===== src/rtl/stream_arb_pkg.sv =====
// Shared definitions for the round-robin stream arbiter in front of the
// flushable FIFO: source-tag width helper and burst-lock state encoding.
package stream_arb_pkg;

    // Lock state of the arbiter (only used when the burst lock is built in).
    typedef enum logic [0:0] {
        ARB_IDLE   = 1'b0,
        ARB_LOCKED = 1'b1
    } arb_state_e;

    // Number of bits needed to encode n distinct source indices.
    function automatic int calc_src_w(input int n);
        int w;
        w = 0;
        for (int i = 0; i < 31; i++) begin
            w = ((32'sd1 <<< i) < n) ? (i + 1) : w;
        end
        return w;
    endfunction

endpackage


===== src/rtl/fifo_with_flush.sv =====
// Flushable synchronous FIFO used as the shared queue behind the arbiter.
// Flush empties the queue at the clock edge and suppresses push/pop.
module fifo_with_flush #(
    parameter int WIDTH = 34,
    parameter int DEPTH = 4
) (
    input  logic             clk,
    input  logic             rst_n,
    input  logic             flush,
    input  logic             push_i,
    input  logic [WIDTH-1:0] wdata_i,
    input  logic             pop_i,
    output logic [WIDTH-1:0] rdata_o,
    output logic             empty_o,
    output logic             full_o
);

    localparam int PTR_W = (DEPTH > 1) ? $clog2(DEPTH) : 1;
    localparam int CNT_W = $clog2(DEPTH + 1);

    logic [WIDTH-1:0] mem_r [DEPTH];
    logic [PTR_W-1:0] wr_ptr_r;
    logic [PTR_W-1:0] rd_ptr_r;
    logic [CNT_W-1:0] count_r;
    logic             push_s;
    logic             pop_s;

    // Advance a pointer with wrap at DEPTH-1 (DEPTH need not be a power of two).
    function automatic logic [PTR_W-1:0] ptr_inc(input logic [PTR_W-1:0] p);
        return (p == PTR_W'(DEPTH - 1)) ? {PTR_W{1'b0}} : (p + {{(PTR_W-1){1'b0}}, 1'b1});
    endfunction

    assign empty_o = (count_r == {CNT_W{1'b0}});
    assign full_o  = (count_r == CNT_W'(DEPTH));
    assign push_s  = push_i & ~flush;
    assign pop_s   = pop_i & ~empty_o & ~flush;
    assign rdata_o = mem_r[rd_ptr_r];

    // Storage write; contents need no reset since occupancy gates visibility.
    always_ff @(posedge clk) begin
        if (push_s) begin
            mem_r[wr_ptr_r] <= wdata_i;
        end else begin
            mem_r[wr_ptr_r] <= mem_r[wr_ptr_r];
        end
    end

    // Pointer and occupancy bookkeeping, cleared by reset or flush.
    always_ff @(posedge clk or negedge rst_n) begin
        if (!rst_n) begin
            wr_ptr_r <= {PTR_W{1'b0}};
            rd_ptr_r <= {PTR_W{1'b0}};
            count_r  <= {CNT_W{1'b0}};
        end else if (flush) begin
            wr_ptr_r <= {PTR_W{1'b0}};
            rd_ptr_r <= {PTR_W{1'b0}};
            count_r  <= {CNT_W{1'b0}};
        end else begin
            if (push_s) begin
                wr_ptr_r <= ptr_inc(wr_ptr_r);
            end else begin
                wr_ptr_r <= wr_ptr_r;
            end
            if (pop_s) begin
                rd_ptr_r <= ptr_inc(rd_ptr_r);
            end else begin
                rd_ptr_r <= rd_ptr_r;
            end
            case ({push_s, pop_s})
                2'b10:   count_r <= count_r + {{(CNT_W-1){1'b0}}, 1'b1};
                2'b01:   count_r <= count_r - {{(CNT_W-1){1'b0}}, 1'b1};
                default: count_r <= count_r;
            endcase
        end
    end

endmodule


===== src/rtl/stream_rr_arb_fifo_has_flush.sv =====
// Round-robin arbiter merging NUM_REQ streams into one flushable FIFO.
// Beats are tagged with their source index. Optional burst lock is built
// in when STREAM_ARB_LOCK_EN is defined; otherwise req_last_i is ignored.
module stream_rr_arb_fifo_has_flush
    import stream_arb_pkg::*;
#(
    parameter int NUM_REQ    = 4,
    parameter int DATA_WIDTH = 32,
    parameter int FIFO_DEPTH = 4
) (
    input  logic                            clk,
    input  logic                            rst_n,
    input  logic                            flush,
    input  logic [NUM_REQ-1:0]              req_valid_i,
    output logic [NUM_REQ-1:0]              req_ready_o,
    input  logic [NUM_REQ*DATA_WIDTH-1:0]   req_data_i,
    input  logic [NUM_REQ-1:0]              req_last_i,
    output logic                            out_valid_o,
    input  logic                            out_ready_i,
    output logic [DATA_WIDTH-1:0]           out_data_o,
    output logic [calc_src_w(NUM_REQ)-1:0]  out_src_o
);

    localparam int SRC_W   = calc_src_w(NUM_REQ);
    localparam int ENTRY_W = DATA_WIDTH + SRC_W;

    logic [SRC_W-1:0]      rr_ptr_r;
    logic [NUM_REQ-1:0]    eligible_s;
    logic                  grant_vld_s;
    logic [SRC_W-1:0]      grant_idx_s;
    logic [DATA_WIDTH-1:0] grant_data_s;
    logic [SRC_W-1:0]      rr_next_s;
    logic                  w_ready_s;
    logic                  push_s;
    logic                  pop_s;
    logic                  empty_s;
    logic                  full_s;
    logic [ENTRY_W-1:0]    head_s;

    // First eligible requester at or after rr_ptr, wrapping to index 0.
    always_comb begin
        int  idx;
        logic hit;
        grant_vld_s  = 1'b0;
        grant_idx_s  = {SRC_W{1'b0}};
        grant_data_s = {DATA_WIDTH{1'b0}};
        idx          = 0;
        hit          = 1'b0;
        for (int k = 0; k < NUM_REQ; k++) begin
            idx          = int'(rr_ptr_r) + k;
            idx          = (idx >= NUM_REQ) ? (idx - NUM_REQ) : idx;
            hit          = eligible_s[idx] & ~grant_vld_s;
            grant_idx_s  = hit ? SRC_W'(idx) : grant_idx_s;
            grant_data_s = hit ? req_data_i[idx*DATA_WIDTH +: DATA_WIDTH] : grant_data_s;
            grant_vld_s  = grant_vld_s | hit;
        end
    end

    assign w_ready_s = ~full_s | out_ready_i;
    assign rr_next_s = (grant_idx_s == SRC_W'(NUM_REQ - 1)) ? {SRC_W{1'b0}}
                                                            : (grant_idx_s + {{(SRC_W-1){1'b0}}, 1'b1});

    // Ready goes only to the granted requester while the queue can accept.
    always_comb begin
        req_ready_o = {NUM_REQ{1'b0}};
        if (grant_vld_s && w_ready_s && !flush) begin
            req_ready_o[grant_idx_s] = 1'b1;
        end else begin
            req_ready_o = {NUM_REQ{1'b0}};
        end
    end

    assign push_s = |(req_valid_i & req_ready_o);
    assign pop_s  = out_ready_i & ~empty_s;

`ifdef STREAM_ARB_LOCK_EN
    arb_state_e       lock_state_r;
    logic [SRC_W-1:0] owner_r;
    logic             grant_last_s;

    assign eligible_s   = (lock_state_r == ARB_LOCKED)
                        ? (req_valid_i & ({{(NUM_REQ-1){1'b0}}, 1'b1} << owner_r))
                        : req_valid_i;
    assign grant_last_s = req_last_i[grant_idx_s];

    // Burst lock FSM; the round-robin pointer moves only when a burst ends.
    always_ff @(posedge clk or negedge rst_n) begin
        if (!rst_n) begin
            lock_state_r <= ARB_IDLE;
            owner_r      <= {SRC_W{1'b0}};
            rr_ptr_r     <= {SRC_W{1'b0}};
        end else if (flush) begin
            lock_state_r <= ARB_IDLE;
            owner_r      <= {SRC_W{1'b0}};
            rr_ptr_r     <= {SRC_W{1'b0}};
        end else if (push_s) begin
            case (lock_state_r)
                ARB_IDLE: begin
                    if (grant_last_s) begin
                        rr_ptr_r <= rr_next_s;
                    end else begin
                        lock_state_r <= ARB_LOCKED;
                        owner_r      <= grant_idx_s;
                    end
                end
                ARB_LOCKED: begin
                    if (grant_last_s) begin
                        lock_state_r <= ARB_IDLE;
                        rr_ptr_r     <= rr_next_s;
                    end else begin
                        lock_state_r <= ARB_LOCKED;
                    end
                end
                default: begin
                    lock_state_r <= ARB_IDLE;
                end
            endcase
        end else begin
            lock_state_r <= lock_state_r;
        end
    end
`else
    logic unused_last_s;
    assign unused_last_s = ^req_last_i;
    assign eligible_s    = req_valid_i;

    // Per-beat round robin: pointer moves past the winner on every push.
    always_ff @(posedge clk or negedge rst_n) begin
        if (!rst_n) begin
            rr_ptr_r <= {SRC_W{1'b0}};
        end else if (flush) begin
            rr_ptr_r <= {SRC_W{1'b0}};
        end else if (push_s) begin
            rr_ptr_r <= rr_next_s;
        end else begin
            rr_ptr_r <= rr_ptr_r;
        end
    end
`endif

    fifo_with_flush #(
        .WIDTH (ENTRY_W),
        .DEPTH (FIFO_DEPTH)
    ) u_fifo (
        .clk     (clk),
        .rst_n   (rst_n),
        .flush   (flush),
        .push_i  (push_s),
        .wdata_i ({grant_idx_s, grant_data_s}),
        .pop_i   (pop_s),
        .rdata_o (head_s),
        .empty_o (empty_s),
        .full_o  (full_s)
    );

    assign out_valid_o = ~empty_s & ~flush;
    assign out_src_o   = head_s[ENTRY_W-1 -: SRC_W];
    assign out_data_o  = head_s[DATA_WIDTH-1:0];

endmodule


===== config.mk =====
export PLATFORM = sky130hd
export DESIGN_NAME = stream_rr_arb_fifo_has_flush
export DESIGN_NICKNAME = d
export VERILOG_FILES = /design/src/rtl/stream_arb_pkg.sv /design/src/rtl/fifo_with_flush.sv /design/src/rtl/stream_rr_arb_fifo_has_flush.sv
export SDC_FILE = /design/constraint.sdc
export NUM_CORES = 1
export LEC_CHECK = 0
export ABC_AREA = 1
export BUFFER_PORTS_ARGS = -buffer_cell sky130_fd_sc_hd__buf_2
export CAP_MARGIN = 20
export CORE_MARGIN = 3
export CORE_UTILIZATION = 25
export CTS_CLUSTER_DIAMETER = 60
export DETAILED_ROUTE_END_ITERATION = 12
export PLACE_DENSITY = 0.42
export SYNTH_ARGS = -nofsm -noshare
export SYNTH_HDL_FRONTEND = slang
export SYNTH_HIERARCHICAL = 1
export SYNTH_SLANG_ARGS = --single-unit

===== constraint.sdc =====
create_clock -name clk -period 14.25 [get_ports clk]
set_input_delay 2.1375 -clock clk [delete_from_list [all_inputs] [get_ports clk]]
set_output_delay 2.1375 -clock clk [all_outputs]
set_load 0.05 [all_outputs]

# --- Word level (Yosys, flattened, before mapping) ---
# Memories as Yosys holds them, arrays and structs flattened.
# Cells that the tools add are included.
classes:
  eq_ne: 7
  shifts: 4
  reduce_logical: 11
  muxes: 42
  n_bitwise: 20
  n_lt_le_gt_ge: 10
  addsub: 12
op_table:
  columns: ["operator", "count"]
  rows:
  - ["indexed part select 128 x 32 -> 32 bit", 4]
  - ["2-to-1 mux 32 bit", 8]
  - ["less-than comparator 32 x 4 -> 1 bit, second input constant", 4]
  - ["2-to-1 mux 34 bit", 1]
  - ["2-to-1 mux 2 bit", 13]
  - ["2-to-1 mux 1 bit", 12]
  - ["subtractor 3 x 3 -> 4 bit, second input constant", 3]
  - [">= comparator 3 bit, second input constant", 3]
  - ["bitwise AND 1 bit", 8]
  - ["binary-select mux 1 bit (select 2 bit)", 4]
  - ["equality test 2 bit, second input constant", 4]
  - ["adder 2 x 1 -> 2 bit, second input constant", 3]
  - ["adder 2 x 2 -> 3 bit, second input constant", 2]
  - ["inverter 1 bit", 6]
  - ["one-hot mux 3 bit (2 select lines)", 1]
  - ["nonzero test 2 bit", 3]
  - ["OR 1 bit", 5]
  - ["bitwise AND 4 bit", 1]
  - ["2-to-1 mux 4 bit", 1]
  - ["OR reduction 4 bit", 1]
  - ["subtractor 2 x 3 -> 4 bit, second input constant", 1]
  - ["adder 2 x 1 -> 3 bit, second input constant", 1]
  - ["adder 3 x 1 -> 3 bit, second input constant", 1]
  - ["equality test 3 bit, second input constant", 1]
  - ["other kinds (13)", 15]
word_totals:
  ramBits: 136
  regBits: 9
  memories: 1
  wordCells: 111
  out_inout_bits: 39
  in_bits: 140
memory_table:
  columns: ["memory", "words", "word_bits", "rd", "rd_ports_with_merged_regs", "wr", "line", "rtl"]
  rows:
  - ["u_fifo.mem_r", 4, 34, 1, 0, 1, "fifo_with_flush.sv:21", "logic [WIDTH-1:0] mem_r [DEPTH];"]

# --- Depth between registers and ports, before layout ---
# Gate-level depths: netlist of run 1.
logic_depth:
  ltp_word: 25
  mapped_depth: 26
  depth_no_buf: 25

# --- Modules after synthesis ---
# The synthesis of run 1 kept the hierarchy.
modules_own_cells:
  columns: ["mod", "cells_each", "seq_area_each_um2", "instances", "area_each_um2"]
  rows:
  - ["fifo_with_flush", 395, 4259.1, 1, 5551.6]
  - ["stream_rr_arb_fifo_has_flush", 790, 50.0, 1, 4247.8]

# --- Worst setup path after synthesis of run 1 ---
# No wires, ideal clock.
synth_timing:
  kind: "input -> output"
  startpoint: "input req_valid_i[0]"
  endpoint: "output req_ready_o[3]"
  required_ps: 12113
  path_buffers: 0
  path_stages: 14
  arrival_ps: 3938
  path_slack_ps: 8174
  path_cell_list: "nand2_1 > nand2_1 > nand2_1 > nand2_4 > inv_2 > nand2_4 > inv_1 > nand2_1 > o221ai_1 > a21oi_1 > inv_1 > ha_1 > inv_1 > nor2_1"
synth_between:
  elab_chain_len: 17
  elab_cells_between_ends: 33
  cone_classes: "order compare: 2; mux: 19; bitwise: 9; reduce/logical: 3"
synth_rtl:
  columns: ["element", "line", "rtl"]
  rows:
  - ["start: declaration", "stream_rr_arb_fifo_has_flush.sv:14", "input logic [NUM_REQ-1:0] req_valid_i,"]
  - ["binary-select mux 1 bit (select 2 bit)", "stream_rr_arb_fifo_has_flush.sv:52", "hit = eligible_s[idx] & ~grant_vld_s;"]
  - ["2-to-1 mux 1 bit (implied by the code) (2 in a row)", "stream_rr_arb_fifo_has_flush.sv:52", null]
  - ["inverter 1 bit", "stream_rr_arb_fifo_has_flush.sv:52", null]
  - ["bitwise AND 1 bit", "stream_rr_arb_fifo_has_flush.sv:52", null]
  - ["OR 1 bit", "stream_rr_arb_fifo_has_flush.sv:55", "grant_vld_s = grant_vld_s | hit;"]
  - ["inverter 1 bit", "stream_rr_arb_fifo_has_flush.sv:52", null]
  - ["bitwise AND 1 bit", "stream_rr_arb_fifo_has_flush.sv:52", null]
  - ["OR 1 bit", "stream_rr_arb_fifo_has_flush.sv:55", null]
  - ["inverter 1 bit", "stream_rr_arb_fifo_has_flush.sv:52", null]
  - ["bitwise AND 1 bit", "stream_rr_arb_fifo_has_flush.sv:52", null]
  - ["2-to-1 mux 2 bit (*)", "stream_rr_arb_fifo_has_flush.sv:53", "grant_idx_s = hit ? SRC_W'(idx) : grant_idx_s;"]
  - ["named net grant_idx_s[1]", "stream_rr_arb_fifo_has_flush.sv:30", "logic [SRC_W-1:0] grant_idx_s;"]
  - ["less-than comparator 2 x 3 -> 1 bit (implied by the code) or >= comparator 2 x 1 -> 1 bit (tied branches)", "stream_rr_arb_fifo_has_flush.sv:67", "req_ready_o[grant_idx_s] = 1'b1;"]
  - ["logical AND 1 bit (implied by the code)", "stream_rr_arb_fifo_has_flush.sv:67", null]
  - ["2-to-1 mux 1 bit (implied by the code)", "stream_rr_arb_fifo_has_flush.sv:67", null]
  - ["demux 1 bit (select 2 bit) (*)", "stream_rr_arb_fifo_has_flush.sv:67", null]
  - ["2-to-1 mux 4 bit (*)", "stream_rr_arb_fifo_has_flush.sv:66", "if (grant_vld_s && w_ready_s && !flush) begin"]
  - ["end: declaration", "stream_rr_arb_fifo_has_flush.sv:15", "output logic [NUM_REQ-1:0] req_ready_o,"]
# The timed path passes the listed nets; every way through them passes the cells marked *. The select of a mux whose other input is x is not followed.

# --- Final worst setup path of run 1 ---
# Ends and elaborated chain as after synthesis.

==> flow_summary.ini, run 1 <==
[clocking]
root_buffer = clkbuf_16
clock_path_buffers = 2
clock_latency_ns = 0.41
clkSinkCount = 145
ctsHoldBuffers = 0
cts_made_buffers = 17
htree_num_levels = 4
clkTransAtPathRegs_ns = 0.06
cts_setup_buffers = 0
post_cts_resized = 0
cts_tree = built

[grt]
grt_max_degree = 133
antenna_found_initial = 8
grt_remaining_overflow = 0
grt_usage_pct = 15.1
grt_pass1_wl_um = 48500
grt_pass1_vias = 8156

[sta]
tightestPinTransition_ns = 1.03
rsz0062_at_grt = no
setup_viol = 0
final_hold_viol_count = 0
fin_crit_sh_pct = 48.7
holdWs_ns = 0.549
tns_ns = 0
finClkSkew_ns = 0.00620
final_max_slew_viol_count = 0
maxSlewHeadroom_pct = 30.4
max_freq_mhz = 144
period_needed_ns = 6.94

[route]
drtAntennaViolNets = 0
wirelength_um = 31800
via_count = 8738
first_pass_iters = 5
wl_per_cell_um = 17.4
routed_via_density = 4.77
drt_iter0_drc = 546
drc = 0

[yosys]
synth_ff_type = edfxtp_1
synth.most_common_cell = o21ai_0
syn-num-nets = 1340
ys_ff_latch = 145
synth_edf_count = 136
synthArstFlopShare_pct = 6.21
avgSynthCellArea_um2 = 8.27
syn_area_um2 = 9800
yosys.cell_types.count = 37
synth_top_area_cell = edfxtp_1
seq_area_frac_synth_pct = 44.0
synth_common_cells = o21ai_0, nand2_1, edfxtp_1
synthCells = 1185
ys_top_cells_by_area = edfxtp_1, o21ai_0, nand2_1
synth.top_cell.area_share_pct = 41.7
yosysWarnings = 6

[min_path]
hold_depth = 2
hold_class = reg -> reg

[die]
design.die.area_um2 = 41600
initial_core_util_pct = 25.7
die_h_um = 204
core_um2 = 38100
num_rows = 71
num_io_pins = 179
die_w_um = 204

[setup_path]
crit_type = in -> out
arrival_ns = 4.81
cp.required_ns = 12.11
cp-start-kind = input pin
cp_max_fo = 34
reg2regPathDepth = 15
end_kind = output pin

[layout]
area_delta_synth_final_pct = 18.0
drive_gt1_share_pct = 21.4
layout.nets = 1458
fill_cells = 4069

[power]
power_mw = 2.57
vdd_ir_drop_max_v = 0.0000861
power_leakage_nw = 4.56
powerDensity_nw_per_um2 = 222

[run_status]
outcome = finished, final reports clean

[placed_design]
port_buffers = 174
place_congestion = 0.730
dpl.hpwl_um = 21600

[job]
maxCapViolations = 0
## layer usage
metal,share of wire [%],GRT usage (%),wire length [µm]
met5,0.17,0,55
met4,0.65,2.92,208
met3,5.7,2.71,1810
met2,43,22.9,13800
met1,50,22.7,16000
## worst max-delay path, cell delays in order
cell and delay (ns):
buf_2 0.14, nand2_1 0.08, nand2_1 0.09, nand2_1 0.08, nand2_4 0.39, nor2_2 0.08, inv_2 0.55, o221ai_1 0.19
a21oi_1 0.30, inv_1 0.22, ha_1 0.25, inv_1 0.05, nor2_1 0.04, buf_2 0.21
## kinds of logic (layout without fill, tap and decap cells)
group           count (synthesis)  in the layout  share of synthesized area [%]
simple gates                  401            401                           17.7
compound gates                387            387                           22.6
buf+inv                       192            323                           9.17
flops                         145            145                           44.0
mux                            44             44                           4.49
fa+ha+maj                      15             15                           1.99
xor+xnor                        1              1                         0.0894
other cells                     0              3                              0
## per-stage QoR
| stage | setup slack (ns) | cell area, µm² | instances | utilization, % |
|---|---|---|---|---|
| after floorplan | 8.17 | 9800 | 1185 | - |
| after global placement | 7.25 | 10900 | 1794 | 28.7 |
| after detailed placement | 7.28 | 10900 | 1795 | 28.7 |
| after CTS | 7.26 | 11600 | 1827 | 30.3 |
| after global routing | 6.99 | 11600 | 1827 | 30.3 |
| final | 7.31 | 11600 | 1830 | 30.3 |
## cell type report
| type | count | area [µm²] | area share (%) |
|---|---|---|---|
| Antenna cell | 3 | 7.51 | 0.0649 |
| Clock buffer | 18 | 429 | 3.71 |
| Clock inverter | 14 | 181 | 1.57 |
| Inverter | 102 | 388 | 3.35 |
| Multi-Input combinational cell | 848 | 4620 | 40.0 |
| Sequential cell | 145 | 4320 | 37.3 |
| Tap cell | 511 | 639 | 5.53 |
| Timing Repair Buffer | 189 | 981 | 8.48 |
## path summary, 6_finish.rpt
check	from	to	slack (ns)
setup / recovery	req_valid_i[0]	req_ready_o[3]	7.31
hold / removal	u_fifo/count_r[2]$_DFFE_PN0P_	u_fifo/count_r[2]$_DFFE_PN0P_	0.55
setup reg to reg	rr_ptr_r[1]$_DFFE_PN0P_	u_fifo/mem_r[1][23]$_DFFE_PP_	8.61
hold reg to reg	u_fifo/count_r[2]$_DFFE_PN0P_	u_fifo/count_r[2]$_DFFE_PN0P_	0.55
max in group asynchronous	rst_n	rr_ptr_r[0]$_DFFE_PN0P_	12.46
min in group asynchronous	rst_n	u_fifo/count_r[2]$_DFFE_PN0P_	1.57
## flip-flops by register name, indices dropped and copies added (netlist names)
name / count
rr_ptr_r: 2
u_fifo/count_r: 3
u_fifo/mem_r: 136
u_fifo/rd_ptr_r: 2
u_fifo/wr_ptr_r: 2
## power breakdown
| part | switching (mW) | internal (mW) |
|---|---|---|
| registers | 0.0171 | 0.640 |
| clock network | 0.176 | 0.279 |
| logic | 1.08 | 0.377 |
## layout by cell type (no fill, tap or decap), types with 2 or more instances in the layout
cell type   netlist  routed
o21ai_0         237     237
nand2_1         195     195
buf_2            34     175
edfxtp_1        136     136
nor2_1          104     100
inv_1            91      91
o22ai_1          66      66
mux2i_1          44      44
nand3_1          42      42
a21oi_1          33      33
nor3_1           32      32
o211ai_2         20      20
clkbuf_16         0      17
o21ai_1          16      16
buf_4            10      14
ha_1             14      13
inv_2             9       9
nand2_4           9       9
o211ai_1          7       7
nand4_1           6       6
dfrtp_1           9       6
nor2_4            1       5
o311ai_1          5       5
nand2_2           4       4
diode_2           0       3
nand3_2           3       3
nor2_2            3       3
inv_6             0       3
clkinv_4          0       3
bufinv_16         0       3
clkinvlp_4        0       3
inv_4             2       2
dfrtp_2           0       2
(Power assumes the default switching activity.)
==> inputs of run 2 (changes only) <==
--- a/config.mk
+++ b/config.mk
@@ -5,7 +5,7 @@
 export SDC_FILE = /design/constraint.sdc
 export NUM_CORES = 1
 export LEC_CHECK = 0
-export ABC_AREA = 1
+export ABC_AREA = 0
 export BUFFER_PORTS_ARGS = -buffer_cell sky130_fd_sc_hd__buf_2
 export CAP_MARGIN = 20
 export CORE_MARGIN = 3
==> constraint.sdc (replaced) <==
create_clock -name clk -period 6.8 [get_ports clk]
set_input_delay 1.02 -clock clk [delete_from_list [all_inputs] [get_ports clk]]
set_output_delay 1.02 -clock clk [all_outputs]
set_load 0.05 [all_outputs]
==> run 2 against run 1 <==
Against the previous run: first-iteration DRC count increased by 4.2%; critical endpoint is now req_ready_o[1]; area after synthesis increased by 5.3%; final area increased by 5.9%; sequential cell count unchanged; critical path type is now reg -> out; setup slack got worse by 5.8 ns.
==> flow_summary.ini, run 2 <==
[setup_path]
cp_slowest_cell = dfrtp_4
r2r-start = rr_ptr_r[0]$_DFFE_PN0P_
cp.required_ns = 5.78
arrival_ns = 4.26
end_kind = output pin
crit_type = reg -> out
max_stage_delay_ns = 0.85
cp-start-kind = flip-flop
ff2ff_setup_slack_ns = 1.54
cp_max_fo = 137
crit_chain = buf_12 > mux4_2 > buf_4 > nor2b_4 > o21ai_0 > nand2_1 > ha_1 > and2_1 > buf_2
worst_path_dominant_cell_family = buffers and inverters
crit_buf_inv = 3
r2r-end = u_fifo/mem_r[3][3]$_DFFE_PP_
reg2regPathDepth = 13

[die]
design.die.area_um2 = 43800
die_h_um = 209
die_w_um = 209
core_um2 = 40300
initial_core_util_pct = 25.6
num_rows = 73
num_io_pins = 179

[yosys]
synth_top_area_cell = edfxtp_1
synthArstFlopShare_pct = 6.21
syn_area_um2 = 10300
seq_area_frac_synth_pct = 41.8
yosys.cell_types.count = 43
syn-num-nets = 865
synth_common_cells = edfxtp_1, mux4_2, mux2i_1
synth.most_common_cell = edfxtp_1
avgSynthCellArea_um2 = 14.5
yosysWarnings = 6
synth_ff_type = edfxtp_1
synthCells = 710
ys_top_cells_by_area = edfxtp_1, mux4_2, mux2i_1
synth_edf_count = 136
synth.top_cell.area_share_pct = 39.6
ys_ff_latch = 145

[route]
wl_per_cell_um = 23.6
wirelength_um = 32500
drt_iter0_drc = 569
drc = 0
drtAntennaViolNets = 0
first_pass_iters = 5
routed_via_density = 5.34
via_count = 7364

[sta]
rsz0062_at_grt = no
finClkSkew_ns = 0.00934
max_freq_mhz = 189
tightestPinTransition_ns = 1.01
final_max_slew_viol_count = 0
setup_ws_ns = 1.52
tns_ns = 0
maxSlewHeadroom_pct = 32.7
fin_crit_sh_pct = 77.6
final_hold_viol_count = 0
setup_viol = 0
period_needed_ns = 5.28

[layout]
reg_top3 = u_fifo/mem_r: 136 flops, u_fifo/count_r: 3 flops
ff_latch_area_um2 = 4320
layout.nets = 994
drive_gt1_share_pct = 44.5
multi_input_area_um2 = 5500
final_common_cell = buf_2
largest-register = u_fifo/mem_r
final_cell_mix = buf_2, edfxtp_1, mux4_2
fill_cells = 4055
largest_reg_flops = 136
area_delta_synth_final_pct = 18.7
final_cells = 1379

[power]
power_leakage_nw = 4.04
powerDensity_nw_per_um2 = 460
vdd_ir_drop_max_v = 0.000225

[min_path]
hold_class = in -> async

[clocking]
clock_latency_ns = 0.42
cts_tree = built
clkTransAtPathRegs_ns = 0.07
post_cts_resized = 0
clock_path_buffers = 2
root_buffer = clkbuf_16
cts_setup_buffers = 0
htree_num_levels = 4
clkSinkCount = 145
ctsHoldBuffers = 0
cts_made_buffers = 17

[job]
maxCapViolations = 0

[placed_design]
port_buffers = 174
place_congestion = 0.705
placedCellCount = 1345
dpl.hpwl_um = 20500
pre_cts_slack_ns = 1.50

[grt]
grt_remaining_overflow = 0
grt_pass1_vias = 7591
grt_pass1_wl_um = 49200
grt_max_degree = 138
grt_usage_pct = 14.8
antenna_found_initial = 3

[run_status]
outcome = finished, final reports clean
==> run 2: worst max-delay path by stage <==
stage               slack (ns)                           end                     from  depth (start not counted)
finish                    1.52                req_ready_o[1]  rr_ptr_r[0]$_DFFE_PN0P_                          9
CTS                       1.49  u_fifo/mem_r[3][3]$_DFFE_PP_  rr_ptr_r[0]$_DFFE_PN0P_                         13
global route              1.07  u_fifo/mem_r[3][3]$_DFFE_PP_  rr_ptr_r[0]$_DFFE_PN0P_                         13
global placement          1.52  u_fifo/mem_r[3][5]$_DFFE_PP_  rr_ptr_r[0]$_DFFE_PN0P_                         13
detailed placement        1.50  u_fifo/mem_r[3][5]$_DFFE_PP_  rr_ptr_r[0]$_DFFE_PN0P_                         13
floorplan                 1.45  u_fifo/mem_r[0][0]$_DFFE_PP_  rr_ptr_r[1]$_DFFE_PN0P_                         17
==> run 2: layout make-up <==
| type | count | share of cell area [%] |
|---|---|---|
| antenna | 2 | 0.0409 |
| clock buffer | 17 | 3.47 |
| clock inverter | 15 | 1.16 |
| inverter | 40 | 1.23 |
| multi-input combinational | 446 | 44.9 |
| sequential | 145 | 35.3 |
| tap | 525 | 5.36 |
| timing repair buffer | 189 | 8.54 |
==> run 2: cell families (layout without fill, tap and decap cells) <==
group                      after synthesis  after routing  share of synthesized area (%)
xor gates and xnor gates                 2              2                          0.170
and+or+nand+nor                         76             76                           3.38
adders and majority gates               15             15                           1.89
muxes                                  203            203                           36.0
DFF                                    145            145                           41.8
buffers and inverters                  119            261                           5.33
other                                    0              2                              0
AOI/OAI and AO/OA                      150            150                           11.5
==> run 2: per-layer routing <==
| metal | up-vias | global-route usage (%) | part of all wire, % |
|---|---|---|---|
| li1 | 3295 | - | - |
| met1 | 3868 | 20.7 | 46 |
| met2 | 178 | 23.6 | 48 |
| met3 | 21 | 3.15 | 5.1 |
| met4 | 2 | 3.21 | 1.0 |
| met5 | - | 0 | 0.040 |
==> run 2: stage by stage <==
stage          hold slack (ns)  total power [mW]  cell area (µm²)  util [%]
2_1_floorplan            0.538              3.89            10300         -
3_3_place_gp             0.585              4.78            11700      29.0
3_5_place_dp             0.606              4.78            11700      29.0
4_1_cts                  0.441              5.70            12200      30.4
5_1_grt                  0.447              6.00            12200      30.4
6_report                 0.451              5.64            12200      30.4
==> run 2: power breakdown <==
part           switching (mW)  internal [mW]  total (mW)
Sequential              0.106           1.35        1.46
Clock                   0.412          0.485       0.897
Combinational            2.00           1.28        3.28
Total                    2.52           3.12        5.64
